`config.mk`:
```
export PLATFORM = sky130hd
export DESIGN_NAME = alu_wb_frontend
export DESIGN_NICKNAME = d
export VERILOG_FILES = /design/src/rtl/alu_wb_frontend.sv
export SDC_FILE = /design/constraint.sdc
export NUM_CORES = 1
export LEC_CHECK = 0
export BUFFER_PORTS_ARGS = -buffer_cell sky130_fd_sc_hd__buf_4
export CAP_MARGIN = 20
export CORE_UTILIZATION = 52
export DETAILED_ROUTE_END_ITERATION = 7
export PLACE_DENSITY = 0.8
export SYNTH_ARGS = -nofsm -noshare
export SYNTH_HDL_FRONTEND = slang
export SYNTH_SLANG_ARGS = --single-unit
```
`constraint.sdc`:
```
create_clock -name wb_clk_i -period 1.9 [get_ports wb_clk_i]
set_input_delay 0.095 -clock wb_clk_i [delete_from_list [all_inputs] [get_ports wb_clk_i]]
set_output_delay 0.095 -clock wb_clk_i [all_outputs]
set_load 0.02 [all_outputs]
```
`src/rtl/alu_wb_frontend.sv`:
```
// Wishbone-classic register front end for a four-lane ALU: operand/op registers, START-driven
// latency sequencer and result/flag capture. Optional level IRQ on done via ALU_FRONTEND_IRQ_EN.
//   state | meaning
//   IDLE  | no operation in flight, done clear
//   EXEC  | operands launched, latency counter running (busy)
//   DONE  | result and flags captured, done held until cleared or restarted
module alu_wb_frontend #(
  parameter int unsigned LATENCY = 2
) (
  input  logic        wb_clk_i,
  input  logic        wb_rst_n_i,
  input  logic        wbs_cyc_i,
  input  logic        wbs_stb_i,
  input  logic        wbs_we_i,
  input  logic [31:0] wbs_adr_i,
  input  logic [31:0] wbs_dat_i,
  input  logic [3:0]  wbs_sel_i,
  output logic [31:0] wbs_dat_o,
  output logic        wbs_ack_o,
  output logic [63:0] alu_a,
  output logic [63:0] alu_b,
  output logic [3:0]  alu_op,
  input  logic [63:0] alu_result,
  input  logic [3:0]  alu_exception,
  input  logic [3:0]  alu_overflow,
  input  logic [3:0]  alu_underflow,
  output logic        irq
);

  typedef enum logic [1:0] {IDLE, EXEC, DONE} state_t;

  state_t      state_q, state_d;
  logic [31:0] a_lo_q, a_hi_q, b_lo_q, b_hi_q;
  logic [3:0]  op_q;
  logic        start_q;
  logic        done_q;
  logic [3:0]  cnt_q;
  logic [63:0] res_q;
  logic [3:0]  exc_q, ovf_q, unf_q;
  logic [31:0] rdata;
  logic        req, wr, rd, busy, start_go, capture, done_clr;
  logic [2:0]  idx;
  logic        unused_adr;

  assign unused_adr = ^{wbs_adr_i[31:5], wbs_adr_i[1:0]};

  assign idx      = wbs_adr_i[4:2];
  assign req      = wbs_cyc_i & wbs_stb_i & ~wbs_ack_o;
  assign wr       = req & wbs_we_i;
  assign rd       = req & ~wbs_we_i;
  assign busy     = (state_q == EXEC);
  assign start_go = start_q & ~busy;
  assign capture  = busy & (cnt_q == 4'd1);
  assign done_clr = wr & (idx == 3'd5) & wbs_sel_i[0] & wbs_dat_i[1];

  assign alu_a  = {a_hi_q, a_lo_q};
  assign alu_b  = {b_hi_q, b_lo_q};
  assign alu_op = op_q;

  function automatic logic [31:0] merge(input logic [31:0] old, input logic [31:0] din,
                                        input logic [3:0] sel);
    logic [31:0] r;
    for (int i = 0; i < 4; i++) r[8*i +: 8] = sel[i] ? din[8*i +: 8] : old[8*i +: 8];
    return r;
  endfunction

  always_comb begin
    rdata = '0;
    case (idx)
      3'd0: rdata = a_lo_q;
      3'd1: rdata = a_hi_q;
      3'd2: rdata = b_lo_q;
      3'd3: rdata = b_hi_q;
      3'd4: rdata = {28'd0, op_q};
      3'd5: rdata = {16'd0, unf_q, ovf_q, exc_q, 2'd0, done_q, busy};
      3'd6: rdata = res_q[31:0];
      3'd7: rdata = res_q[63:32];
      default: rdata = '0;
    endcase
  end

  // Register writes land in the request cycle; ack and read data follow one cycle later.
  always_ff @(posedge wb_clk_i or negedge wb_rst_n_i) begin
    if (!wb_rst_n_i) begin
      wbs_ack_o <= 1'b0;
      wbs_dat_o <= '0;
      a_lo_q    <= '0;
      a_hi_q    <= '0;
      b_lo_q    <= '0;
      b_hi_q    <= '0;
      op_q      <= '0;
      start_q   <= 1'b0;
    end else begin
      wbs_ack_o <= req;
      wbs_dat_o <= rd ? rdata : '0;
      start_q   <= 1'b0;
      if (wr && !busy) begin
        case (idx)
          3'd0: a_lo_q <= merge(a_lo_q, wbs_dat_i, wbs_sel_i);
          3'd1: a_hi_q <= merge(a_hi_q, wbs_dat_i, wbs_sel_i);
          3'd2: b_lo_q <= merge(b_lo_q, wbs_dat_i, wbs_sel_i);
          3'd3: b_hi_q <= merge(b_hi_q, wbs_dat_i, wbs_sel_i);
          3'd4: begin
            if (wbs_sel_i[0]) op_q <= wbs_dat_i[3:0];
            if (wbs_sel_i[1] && wbs_dat_i[8]) start_q <= 1'b1;
          end
          default: ;
        endcase
      end
    end
  end

  always_ff @(posedge wb_clk_i or negedge wb_rst_n_i) begin
    if (!wb_rst_n_i) state_q <= IDLE;
    else             state_q <= state_d;
  end

  always_comb begin
    state_d = state_q;
    case (state_q)
      IDLE: if (start_q) state_d = EXEC;
      EXEC: if (capture) state_d = DONE;
      DONE: begin
        if (start_q)      state_d = EXEC;
        else if (!done_q) state_d = IDLE;
      end
      default: state_d = IDLE;
    endcase
  end

  always_ff @(posedge wb_clk_i or negedge wb_rst_n_i) begin
    if (!wb_rst_n_i) begin
      cnt_q  <= '0;
      done_q <= 1'b0;
      res_q  <= '0;
      exc_q  <= '0;
      ovf_q  <= '0;
      unf_q  <= '0;
    end else begin
      if (start_go)                 cnt_q <= 4'(LATENCY);
      else if (busy && cnt_q != '0) cnt_q <= cnt_q - 4'd1;

      if (capture) begin
        res_q  <= alu_result;
        exc_q  <= alu_exception;
        ovf_q  <= alu_overflow;
        unf_q  <= alu_underflow;
        done_q <= 1'b1;
      end else if (start_go || done_clr) begin
        done_q <= 1'b0;
      end
    end
  end

`ifdef ALU_FRONTEND_IRQ_EN
  assign irq = done_q;
`else
  assign irq = 1'b0;
`endif

endmodule
```
==> results by group, run 1 <==
Drt
  • DR WL/cell: roughly 22 um
  • M1 wire length: 13500 um
  • Remaining DRCs: 0
  • Met2 wire length: 16900 um
  • Top routing layer in use: met4
  • Routed Antenna Nets: 0
  • Vias: a little under 9000
  • Final WL: between 30000 and 40000 um
  • DR WL met3: 2360 um
  • Drt pass-1 iters: 5
  • DR vias/cell: between 5 and 6
  • Initial DRC count: around 370

Placed design
  • Pre-CTS WS: around 0.064 ns
  • DP Wirelength: approximately 22000 um
  • Gpl congestion: 0.806
  • Port buffer count: roughly 280
  • Dpl cells: between 1000 and 1500

Critical path
  • Max incr delay on CP: 0.38 ns
  • Setup crit end: alu_op[2]
  • FF-to-FF path depth: 5
  • Arrival @ worst endpoint: 2.26 ns
  • WP depth: 5
  • Largest fanout on the critical path: 5
  • Critical Path Start: wbs_ack_o
  • Worst R2R End: alu_op[2]
  • Startpoint type of the worst setup path: flip-flop
  • CP delay by family, top: simple AND/OR/NAND/NOR gates
  • FF-to-FF setup slack: approximately 0.062 ns
  • Crit-path slowest cell: dfrtp_1
  • CP endpoint kind: flip-flop
  • Buffers and inverters on the worst path: 1
  • Critical path, cell by cell: nand3b_4 -> inv_2 -> nand4_4 -> nor4_4 -> mux2_2
  • FF-to-FF Start: wbs_ack_o
  • Worst EP required: 2.32 ns
  • Kind of critical path: flip-flop to flip-flop

Final layout
  • Area growth, synth to finish: 43.4%
  • Fin util: 0.758
  • Layout cells sized above 1: 0.493
  • ANT cells: 0
  • Non-Filler Instances: about 1500
  • Nets@finish: 1398
  • Footprint of the multi-input gates: approximately 4600 um2
  • Fill cells: approximately 1300
  • Register area: between 6000 and 7000 um2

Synth
  • Syn avg cell area: approximately 14 um2
  • Yosys top cell by area: dfrtp_1
  • Sequential fraction of the synthesis area: 0.562
  • Top cells by count, synth: dfrtp_1 (249), mux2_2 (217), o21ai_0 (36), mux2i_1 (32)
  • Count of cell types in the netlist: 48
  • Net Count, Synth: roughly 970
  • Post-synth EDFFs: 0
  • Most common cell in the netlist: dfrtp_1
  • Yosys reg bits: 249
  • Post-synthesis async set-or-reset flop share: 1.00
  • Top cell type's share of synthesized area: 0.562
  • Synth Cell Area: 11100 um2
  • Top cells by area, synth: dfrtp_1 (56%), mux2_2 (22%), mux2i_1 (2.9%), o21ai_0 (1.6%), o2bb2ai_1 (1.3%)
  • Ys flop type: dfrtp_1
  • Synth warnings: 0
  • Syn Inst Count: 819

Flow run
  • Max-Cap Viols: 0

Floorplan
  • Standard-cell row count: between 50 and 60
  • Die boundary width: between 100 and 150 um
  • Die Ht: between 100 and 150 um
  • I/O pins: between 300 and 400
  • Core area: 21000 um2
  • Die Area: roughly 22000 um2
  • Initial Util: 0.529

GRT
  • Vias in the first global route: 9214
  • Pin count of the biggest net entering global routing: 74
  • First-pass GRT wire length: around 52000 um
  • Gr ovfl total: 0
  • Initial antenna violation count: 0
  • Gr usage total: 0.311

Clock network
  • H-Tree Depth: 1
  • Clock Root Buffer: clkbuf_16
  • CTS tree: built
  • Worst-Skew Late Latency: between 0.5 and 0.6 ns
  • Clock tree sinks: approximately 250
  • Clock-pin slew on the worst setup and hold paths: about 0.060 ns
  • CTS Buf Count: 28
  • CTS Buffer Depth: 3

STA
  • Max Freq: 544 MHz
  • Final hold vios: 0
  • Final WS setup: just over 0.06 ns
  • Slew HR: 0.452
  • Final Critical Period: roughly 1.8 ns
  • Pins Over Slew Limit: 0
  • TNS Setup: 0 ns
  • Layout Skew: 0.00681 ns
  • Worst Max-Slew Pin Slew: 0.816 ns
  • RSZ-0062 raised after global routing: false
  • Period utilization: 0.967
  • Final setup viols: 0

Worst hold path
  • Hold/Removal Path Class: input pin to flip-flop

Power and ir drop
  • P_leak: roughly 0.0076 uW
  • Max VDD drop: 0.905 mV
  • Power per cell area: about 1000 nW/um2

Run status
  • Status: complete, no violations
-- worst min path at each step --
| stage | to | depth (start not counted) | start | slack [ns] |
|---|---|---|---|---|
| finish | done_q | 4 | wbs_we_i | 0.04 |
| floorplan | a_hi_q[0] | 0 | wb_rst_n_i | -0.20 |
| global route | wbs_dat_o[11] | 3 | wbs_adr_i[2] | 0.05 |
| CTS | done_q | 4 | wbs_we_i | 0.02 |
| global placement | res_q[37] | 1 | wb_rst_n_i | 0.11 |
| detailed placement | b_lo_q[10] | 1 | wb_rst_n_i | 0.11 |
-- power by group --
part           leakage (uW)  internal [uW]  switching [uW]  total, uW
Combinational       0.00396           2110            1810       3920
Clock              0.000433           3030            2140       5170
Sequential          0.00322           6440             772       7220
Total               0.00761          11600            4730      16300
-- final cells by class --
type | count | share of cell area
Sequential cell | 249 | 0.392
Multi-Input combinational cell | 510 | 0.288
Timing Repair Buffer | 445 | 0.240
Clock buffer | 39 | 0.0499
Tap cell | 275 | 0.0217
Clock inverter | 11 | 0.00535
Inverter | 12 | 0.00283
-- worst reg2reg max path, delay by kind of cell, from the launching register on --
| family | cells | cell delay, ns |
|---|---|---|
| flops | 1 | 0.38 |
| mux | 1 | 0.38 |
| buf+inv | 1 | 0.18 |
| simple gates | 3 | 0.78 |
-- kinds of logic after synthesis --
group,share of synthesized area
multiplexers,0.253
flip-flops,0.562
AO/OA/AOI/OAI,0.0829
AND/OR/NAND/NOR,0.0718
buffers and inverters,0.0251
adder cells (fa/ha/maj),0.00339
XOR/XNOR,0.00158
other,0.000338
-- flip-flops by register name, summed over array words and instances (netlist names) --
signal,count
res_q,64
a_hi_q,32
a_lo_q,32
b_hi_q,32
b_lo_q,32
wbs_dat_o,32
alu_op,4
cnt_q,4
exc_q,4
ovf_q,4
unf_q,4
state_q,2
done_q,1
start_q,1
wbs_ack_o,1
-- per-layer routing --
layer	vias to the layer above	global-route usage
met4	0	0.103
li1	3857	-
met2	354	0.533
met3	63	0.0590
met1	4408	0.396
met5	-	0
-- placed cells by master (no fill, tap or decap), drive strengths merged, types with 13 or more instances in the layout --
cell         count
buf            329
dlygate4sd3    116
mux2           220
nand3           23
clkbuf          39
nand2b          13
a22o            14
dfrtp          249
mux2i           32
o21ai           36
nand2           21
o2bb2ai         17
a21oi           19
nor2            38
-- repair_timing --
action	4_1_cts	5_1_grt
resized for setup	0	0
hold buffers	116	0
setup buffers	0	3
endpoints found under the setup margin	0	30
endpoints found under the hold margin	399	0
-- per-stage QoR --
stage                     power [uW]  area, um2  hold slack (ns)
after floorplan                 9270      11100           -0.201
after global placement         10800      13800            0.111
after detailed placement       10900      13800            0.111
after CTS                      16300      15800           0.0247
after global routing           17000      15900           0.0477
final                          16300      15900           0.0362
Power figures use the tool's default switching activity.
==> inputs of run 2 (changes only) <==
--- a/config.mk
+++ b/config.mk
@@ -10,6 +10,7 @@
 export CORE_UTILIZATION = 52
 export DETAILED_ROUTE_END_ITERATION = 7
 export PLACE_DENSITY = 0.8
+export SETUP_SLACK_MARGIN = 0.4
 export SYNTH_ARGS = -nofsm -noshare
 export SYNTH_HDL_FRONTEND = slang
 export SYNTH_SLANG_ARGS = --single-unit
==> run 2 against run 1 <==
Compared with the run above: global-route usage is 3.6 points higher; first-iteration DRC count is 63% higher; worst hold slack worse by 0.0045 ns; maximum frequency is 4.0% higher; critical path depth is 2 higher; register-to-register slack better by 0.07 ns; count of clock-buffer cells in the layout is 1 higher; wire length is 15% higher; sequential share of layout area is 3.1 points lower; design area is 8.5% higher.
==> results by group, run 2 (synthesis results as in run 1) <==
Clock network
  • CTS tree: built
  • Worst-Skew Late Latency: about 0.54 ns
  • CTS Buffer Depth: 3
  • CTS Buf Count: 26
  • Clock-pin slew on the worst setup and hold paths: roughly 0.060 ns
  • Clock tree sinks: ~250
  • Clock Root Buffer: clkbuf_16
  • H-Tree Depth: 1

Floorplan
  • Die boundary width: 148 um
  • Die Area: between 20000 and 25000 um2
  • I/O pins: around 320
  • Initial Util: 0.529
  • Standard-cell row count: 53
  • Core area: roughly 21000 um2
  • Die Ht: about 150 um

Critical path
  • CP endpoint kind: flip-flop
  • Max incr delay on CP: 0.40 ns
  • CP delay by family, top: buffers and inverters
  • Worst EP required: between 2 and 2.5 ns
  • Arrival @ worst endpoint: approximately 2.2 ns
  • Critical path, cell by cell: inv_2 -> ha_4 -> nor3b_4 -> nand2_4 -> buf_12 -> clkbuf_16 -> mux2_2
  • Largest fanout on the critical path: 7
  • Kind of critical path: flip-flop to flip-flop
  • Buffers and inverters on the worst path: 3
  • Crit-path slowest cell: dfrtp_1
  • Startpoint type of the worst setup path: flip-flop

STA
  • Final setup viols: 0
  • Layout Skew: 0.0192 ns
  • Final hold vios: 0
  • Fin Hold WS: 0.0318 ns
  • RSZ-0062 raised after global routing: true
  • Slew HR: 0.513
  • Worst Max-Slew Pin Slew: 0.728 ns
  • TNS Setup: 0 ns
  • Period utilization: 0.930
  • Max Freq: roughly 570 MHz
  • Pins Over Slew Limit: 0
  • Final Critical Period: ~1.8 ns

Final layout
  • Area growth, synth to finish: 55.6%
  • Fin util: 0.823
  • Commonest non-fill, non-tap cells in the layout: buf_4 (324), dfrtp_1 (248), mux2_4 (133), dlygate4sd3_1 (116), mux2_2 (87)
  • Most flops, register: res_q
  • Nets@finish: between 1000 and 1500
  • Max reg flops: 64
  • Non-Filler Instances: roughly 1600
  • Layout cells sized above 1: 0.524
  • Fill cells: 1080
  • Most common cell after layout, fill and taps aside: buf_4

GRT
  • Pin count of the biggest net entering global routing: 67
  • Gr usage total: 0.347
  • First-pass GRT wire length: around 57000 um
  • Initial antenna violation count: 2
  • Met2 Usage GRT: 0.582
  • Vias in the first global route: 9733
  • Grt met3 use: 0.0519
  • Gr ovfl total: 0
  • Most used routing layer: met2
  • Met1 Usage GRT: 0.440

Placed design
  • Gpl congestion: between 0.8 and 0.9
  • Port buffer count: 284
  • DP Wirelength: ~22000 um
  • Dpl cells: 1374

Power and ir drop
  • Power per cell area: between 900 and 1000 nW/um2
  • Max VDD drop: around 0.8 mV
  • Power Total: between 15000 and 20000 uW
  • P_leak: slightly above 0.008 uW

Drt
  • DR vias/cell: 5.80
  • Final WL: 38900 um
  • Initial DRC count: 606
  • Remaining DRCs: 0
  • DR WL/cell: approximately 25 um
  • Drt pass-1 iters: 8
  • Vias: 9194
  • Routed Antenna Nets: 0

Flow run
  • Max-Cap Viols: 0

Worst hold path
  • Hold/Removal Path Class: input pin to async pin

Run status
  • Status: complete, no violations
run 2: cell count changes in the layout (fill, tap and decap cells not counted), sizes merged:
cell | previous run | this run
buf | 329 | 373
diode | 0 | 2
inv | 12 | 13
clkinv | 8 | 5
clkinvlp | 2 | 0
clkbuf | 39 | 42
run 2: layer usage:
metal,up-vias,share of wire
met5,-,0
met4,0,0.050
met3,144,0.059
met2,458,0.49
met1,4648,0.40
li1,3944,-
run 2: worst reg2reg max path, cell delays in order, from the launching register on:
cell and delay [ns]:
dfrtp_1 0.40, inv_2 0.09, ha_4 0.12, nor3b_4 0.22, nand2_4 0.18, buf_12 0.18, clkbuf_16 0.17, mux2_2 0.29
run 2: where the power goes:
| part | switching, uW | internal [uW] | leakage, uW |
|---|---|---|---|
| registers | 872 | 6440 | 0.00322 |
| clock network | 2160 | 3010 | 0.000429 |
| logic | 2040 | 2520 | 0.00455 |
run 2: what timing repair did:
action	CTS	global route
buffers inserted	27	10
hold buffers	116	0
endpoints found under the setup margin	213	237
endpoints found under the hold margin	468	0
gates resized for setup	46	27
cloned	8	2
pin swaps	16	21
run 2: final timing paths:
| kind | depth (start not counted) | from | end | slack, ns |
|---|---|---|---|---|
| worst max-delay path | 7 | cnt_q[1] | exc_q[0] | 0.13 |
| worst min-delay path | 2 | wb_rst_n_i | wbs_dat_o[10] | 0.03 |
| worst max register to register | 7 | cnt_q[1] | exc_q[0] | 0.13 |
| worst min register to register | 1 | res_q[34] | res_q[34] | 0.50 |
| max in group asynchronous | 3 | wb_rst_n_i | b_lo_q[5] | 1.18 |
| min in group wb_clk_i | 4 | wbs_adr_i[3] | wbs_dat_o[30] | 0.10 |
run 2: stage by stage:
| step | setup slack (ns) | cell area, um2 |
|---|---|---|
| floorplan | 0.221 | 11500 |
| global placement | 0.0758 | 14200 |
| detailed placement | 0.0370 | 14200 |
| CTS | 0.152 | 17000 |
| global route | 0.118 | 17200 |
| finish | 0.133 | 17200 |
run 2: area by class of cell:
type                    instances  area, um2  area share
clock buffers                  40        795      0.0461
multi-input cells             510       5180       0.301
inverters                      12       52.6     0.00305
repair buffers                491       4560       0.265
clock inverters                 7       67.6     0.00392
diodes                          2       5.00    0.000290
well taps                     275        344      0.0200
flip-flops and latches        249       6230       0.361
==> inputs of run 3 (changes only) <==
--- a/config.mk
+++ b/config.mk
@@ -5,9 +5,10 @@
 export SDC_FILE = /design/constraint.sdc
 export NUM_CORES = 1
 export LEC_CHECK = 0
+export ABC_AREA = 1
 export BUFFER_PORTS_ARGS = -buffer_cell sky130_fd_sc_hd__buf_4
 export CAP_MARGIN = 20
-export CORE_UTILIZATION = 52
+export CORE_UTILIZATION = 53
 export DETAILED_ROUTE_END_ITERATION = 7
 export PLACE_DENSITY = 0.8
 export SETUP_SLACK_MARGIN = 0.4
==> run 3 against run 2 <==
Compared with the run above: largest power group unchanged; non-clock buffer count decreased by 22; setup slack improved by 0.16 ns; area after synthesis increased by 6.3%; highest routed layer unchanged; via count increased by 40%.
==> results by group, run 3 <==
Synth
  • Yosys reg bits: around 250
  • Most common cell in the netlist: nand2_1
  • Top cell type's share of synthesized area: 0.529
  • Post-synthesis async set-or-reset flop share: 1.00
  • Synth Area in Compound Gates: 0.0658
  • Fraction of the mapped netlist area in simple logic gates: 0.326
  • Synth Area in Adders: 0.00319
  • Top cells by area, synth: dfrtp_1 (53%), nand2_1 (14%), nand4_1 (12%), o21ai_0 (4.2%), nor2_1 (3.5%)
  • Sequential fraction of the synthesis area: 0.529
  • Synth Cell Area: roughly 12000 um2
  • Synth warnings: 0
  • Net Count, Synth: 1608
  • Post-synth EDFFs: 0
  • Largest family of logic cells by synthesized area: simple AND/OR/NAND/NOR gates
  • Synth Area in XOR/XNOR: 0.000744
  • Syn avg cell area: a little over 8 um2
  • Yosys top cell by area: dfrtp_1
  • Count of cell types in the netlist: 27
  • Multiplexer share of the synthesized area: 0
  • Top cells by count, synth: nand2_1 (443), dfrtp_1 (249), nand4_1 (219), nor2_1 (110), o21ai_0 (98)
  • Ys flop type: dfrtp_1
  • Syn Inst Count: roughly 1500

Run status
  • Status: complete, no violations

Clock network
  • Clock-pin slew on the worst setup and hold paths: roughly 0.060 ns
  • H-Tree Depth: 1
  • Clock tree sinks: 249
  • CTS Buffer Depth: 3
  • CTS Buf Count: 26
  • Worst-Skew Late Latency: 0.54 ns
  • Clock Root Buffer: clkbuf_16
  • CTS tree: built

Final layout
  • ANT cells: 0
  • Area growth, synth to finish: 46.1%
  • Max reg flops: 64
  • Commonest non-fill, non-tap cells in the layout: nand2_1 (371), buf_4 (317), dfrtp_1 (249), nand4_1 (219), dlygate4sd3_1 (111)
  • Non-Filler Instances: 2142
  • Most common cell after layout, fill and taps aside: nand2_1
  • Footprint of the multi-input gates: about 5000 um2
  • Nets@finish: between 1500 and 2000
  • Fill cells: between 1000 and 1500
  • Layout cells sized above 1: 0.274
  • Register area: 6230 um2
  • Most flops, register: res_q

Critical path
  • Worst EP required: roughly 2.3 ns
  • CP endpoint kind: flip-flop
  • Critical path, cell by cell: inv_2 -> nor2_4 -> nor3_4 -> buf_6 -> buf_16 -> nand3_4 -> nand2_2 -> nand2_1
  • Crit-path slowest cell: dfrtp_1
  • Kind of critical path: flip-flop to flip-flop
  • Startpoint type of the worst setup path: flip-flop
  • Largest fanout on the critical path: 9
  • Max incr delay on CP: 0.40 ns
  • Arrival @ worst endpoint: between 2 and 2.5 ns

Power and ir drop
  • Max VDD drop: 0.730 mV
  • Power per cell area: approximately 950 nW/um2
  • P_leak: ~0.009 uW

STA
  • Period utilization: 0.845
  • Worst Max-Slew Pin Slew: around 0.70 ns
  • Final Critical Period: roughly 1.6 ns
  • Final setup viols: 0
  • Layout Skew: around 0.014 ns
  • Slew HR: 0.529
  • Final WS setup: 0.295 ns
  • Max Freq: between 600 and 700 MHz
  • Pins Over Slew Limit: 0
  • TNS Setup: 0 ns
  • Final hold vios: 0
  • RSZ-0062 raised after global routing: true

GRT
  • Gr ovfl total: 0
  • Initial antenna violation count: 0
  • Pin count of the biggest net entering global routing: 76
  • Gr usage total: 0.376
  • Vias in the first global route: ~12000
  • First-pass GRT wire length: about 66000 um

Drt
  • Met2 wire length: around 21000 um
  • Drt pass-1 iters: 6
  • Remaining DRCs: 0
  • DR WL met3: about 4800 um
  • Top routing layer in use: met4
  • DR vias/cell: between 6 and 7
  • Vias: about 13000
  • DR WL/cell: approximately 21 um
  • Initial DRC count: roughly 1400
  • Routed Antenna Nets: 0
  • M1 wire length: 17400 um
  • Final WL: 44800 um

Placed design
  • Dpl cells: approximately 2000
  • Gpl congestion: between 0.9 and 1
  • DP Wirelength: 27300 um
  • Pre-CTS WS: roughly 0.11 ns
  • Port buffer count: about 280

Floorplan
  • Die Ht: roughly 150 um
  • Die boundary width: about 150 um
  • Initial Util: 0.539
  • Core area: between 20000 and 25000 um2
  • Standard-cell row count: 54
  • Die Area: 22800 um2
  • I/O pins: around 320

Flow run
  • Max-Cap Viols: 0

Worst hold path
  • Hold/Removal Path Class: input pin to flip-flop
## run 3: kinds of logic (layout without fill, tap and decap cells)
logic type               after synthesis  in the layout
AND/OR/NAND/NOR                      836            836
other                                  1              1
buffers and inverters                212            618
XOR/XNOR                               1              1
adder cells (fa/ha/maj)                3              3
flip-flops                           249            249
AO/OA/AOI/OAI                        154            154
## run 3: stage by stage
step           hold slack (ns)  utilization  instance area, um2  power (uW)
2_1_floorplan           -0.201            -               11800        8950
3_3_place_gp            0.0363        0.655               14300       10600
3_5_place_dp            0.0334        0.655               14300       10700
4_1_cts                 0.0102        0.764               16700       16000
5_1_grt                 0.0264        0.788               17200       17000
6_report                0.0236        0.788               17200       16400
## run 3: path summary, 6_finish.rpt
kind                                    from          to  slack, ns  cells after the start
worst max-delay path              state_q[0]  a_hi_q[25]       0.30                      8
worst min-delay path            wbs_sel_i[1]     start_q       0.02                      3
worst max register to register    state_q[0]  a_hi_q[25]       0.30                      8
worst min register to register      exc_q[1]    exc_q[1]       0.49                      2
max in group asynchronous         wb_rst_n_i  a_lo_q[14]       1.07                      3
min in group asynchronous         wb_rst_n_i    ovf_q[3]       0.06                      2
## run 3: report_power, final
| part | total (uW) | internal (uW) | switching (uW) |
|---|---|---|---|
| sequential | 7230 | 6390 | 844 |
| combinational | 4040 | 1670 | 2370 |
| clock | 5100 | 2960 | 2140 |
## run 3: what timing repair did
| action | CTS | global route |
|---|---|---|
| pin swaps | 4 | 11 |
| gates resized for setup | 71 | 69 |
| endpoints found under the hold margin | 460 | 0 |
| hold buffers | 111 | 0 |
| setup buffers | 6 | 6 |
| cloned | 3 | 10 |
| endpoints found under the setup margin | 142 | 161 |
## run 3: critical path, delay by kind of cell, from the launching register on
| family | cells | cell delay [ns] |
|---|---|---|
| simple gates | 5 | 0.64 |
| buf+inv | 3 | 0.44 |
| flops | 1 | 0.40 |
## run 3: cell type report
cell class / count / share of cell area
tap: 280 / 0.0204
multi-input combinational: 995 / 0.296
clock inverter: 6 / 0.00320
sequential: 249 / 0.362
inverter: 102 / 0.0223
timing repair buffer: 469 / 0.250
clock buffer: 41 / 0.0458
## run 3: layer usage
metal	vias to the layer above	track usage
met1	6154	0.532
met4	0	0.153
met2	921	0.572
met3	163	0.0696
met5	-	0
li1	5661	-
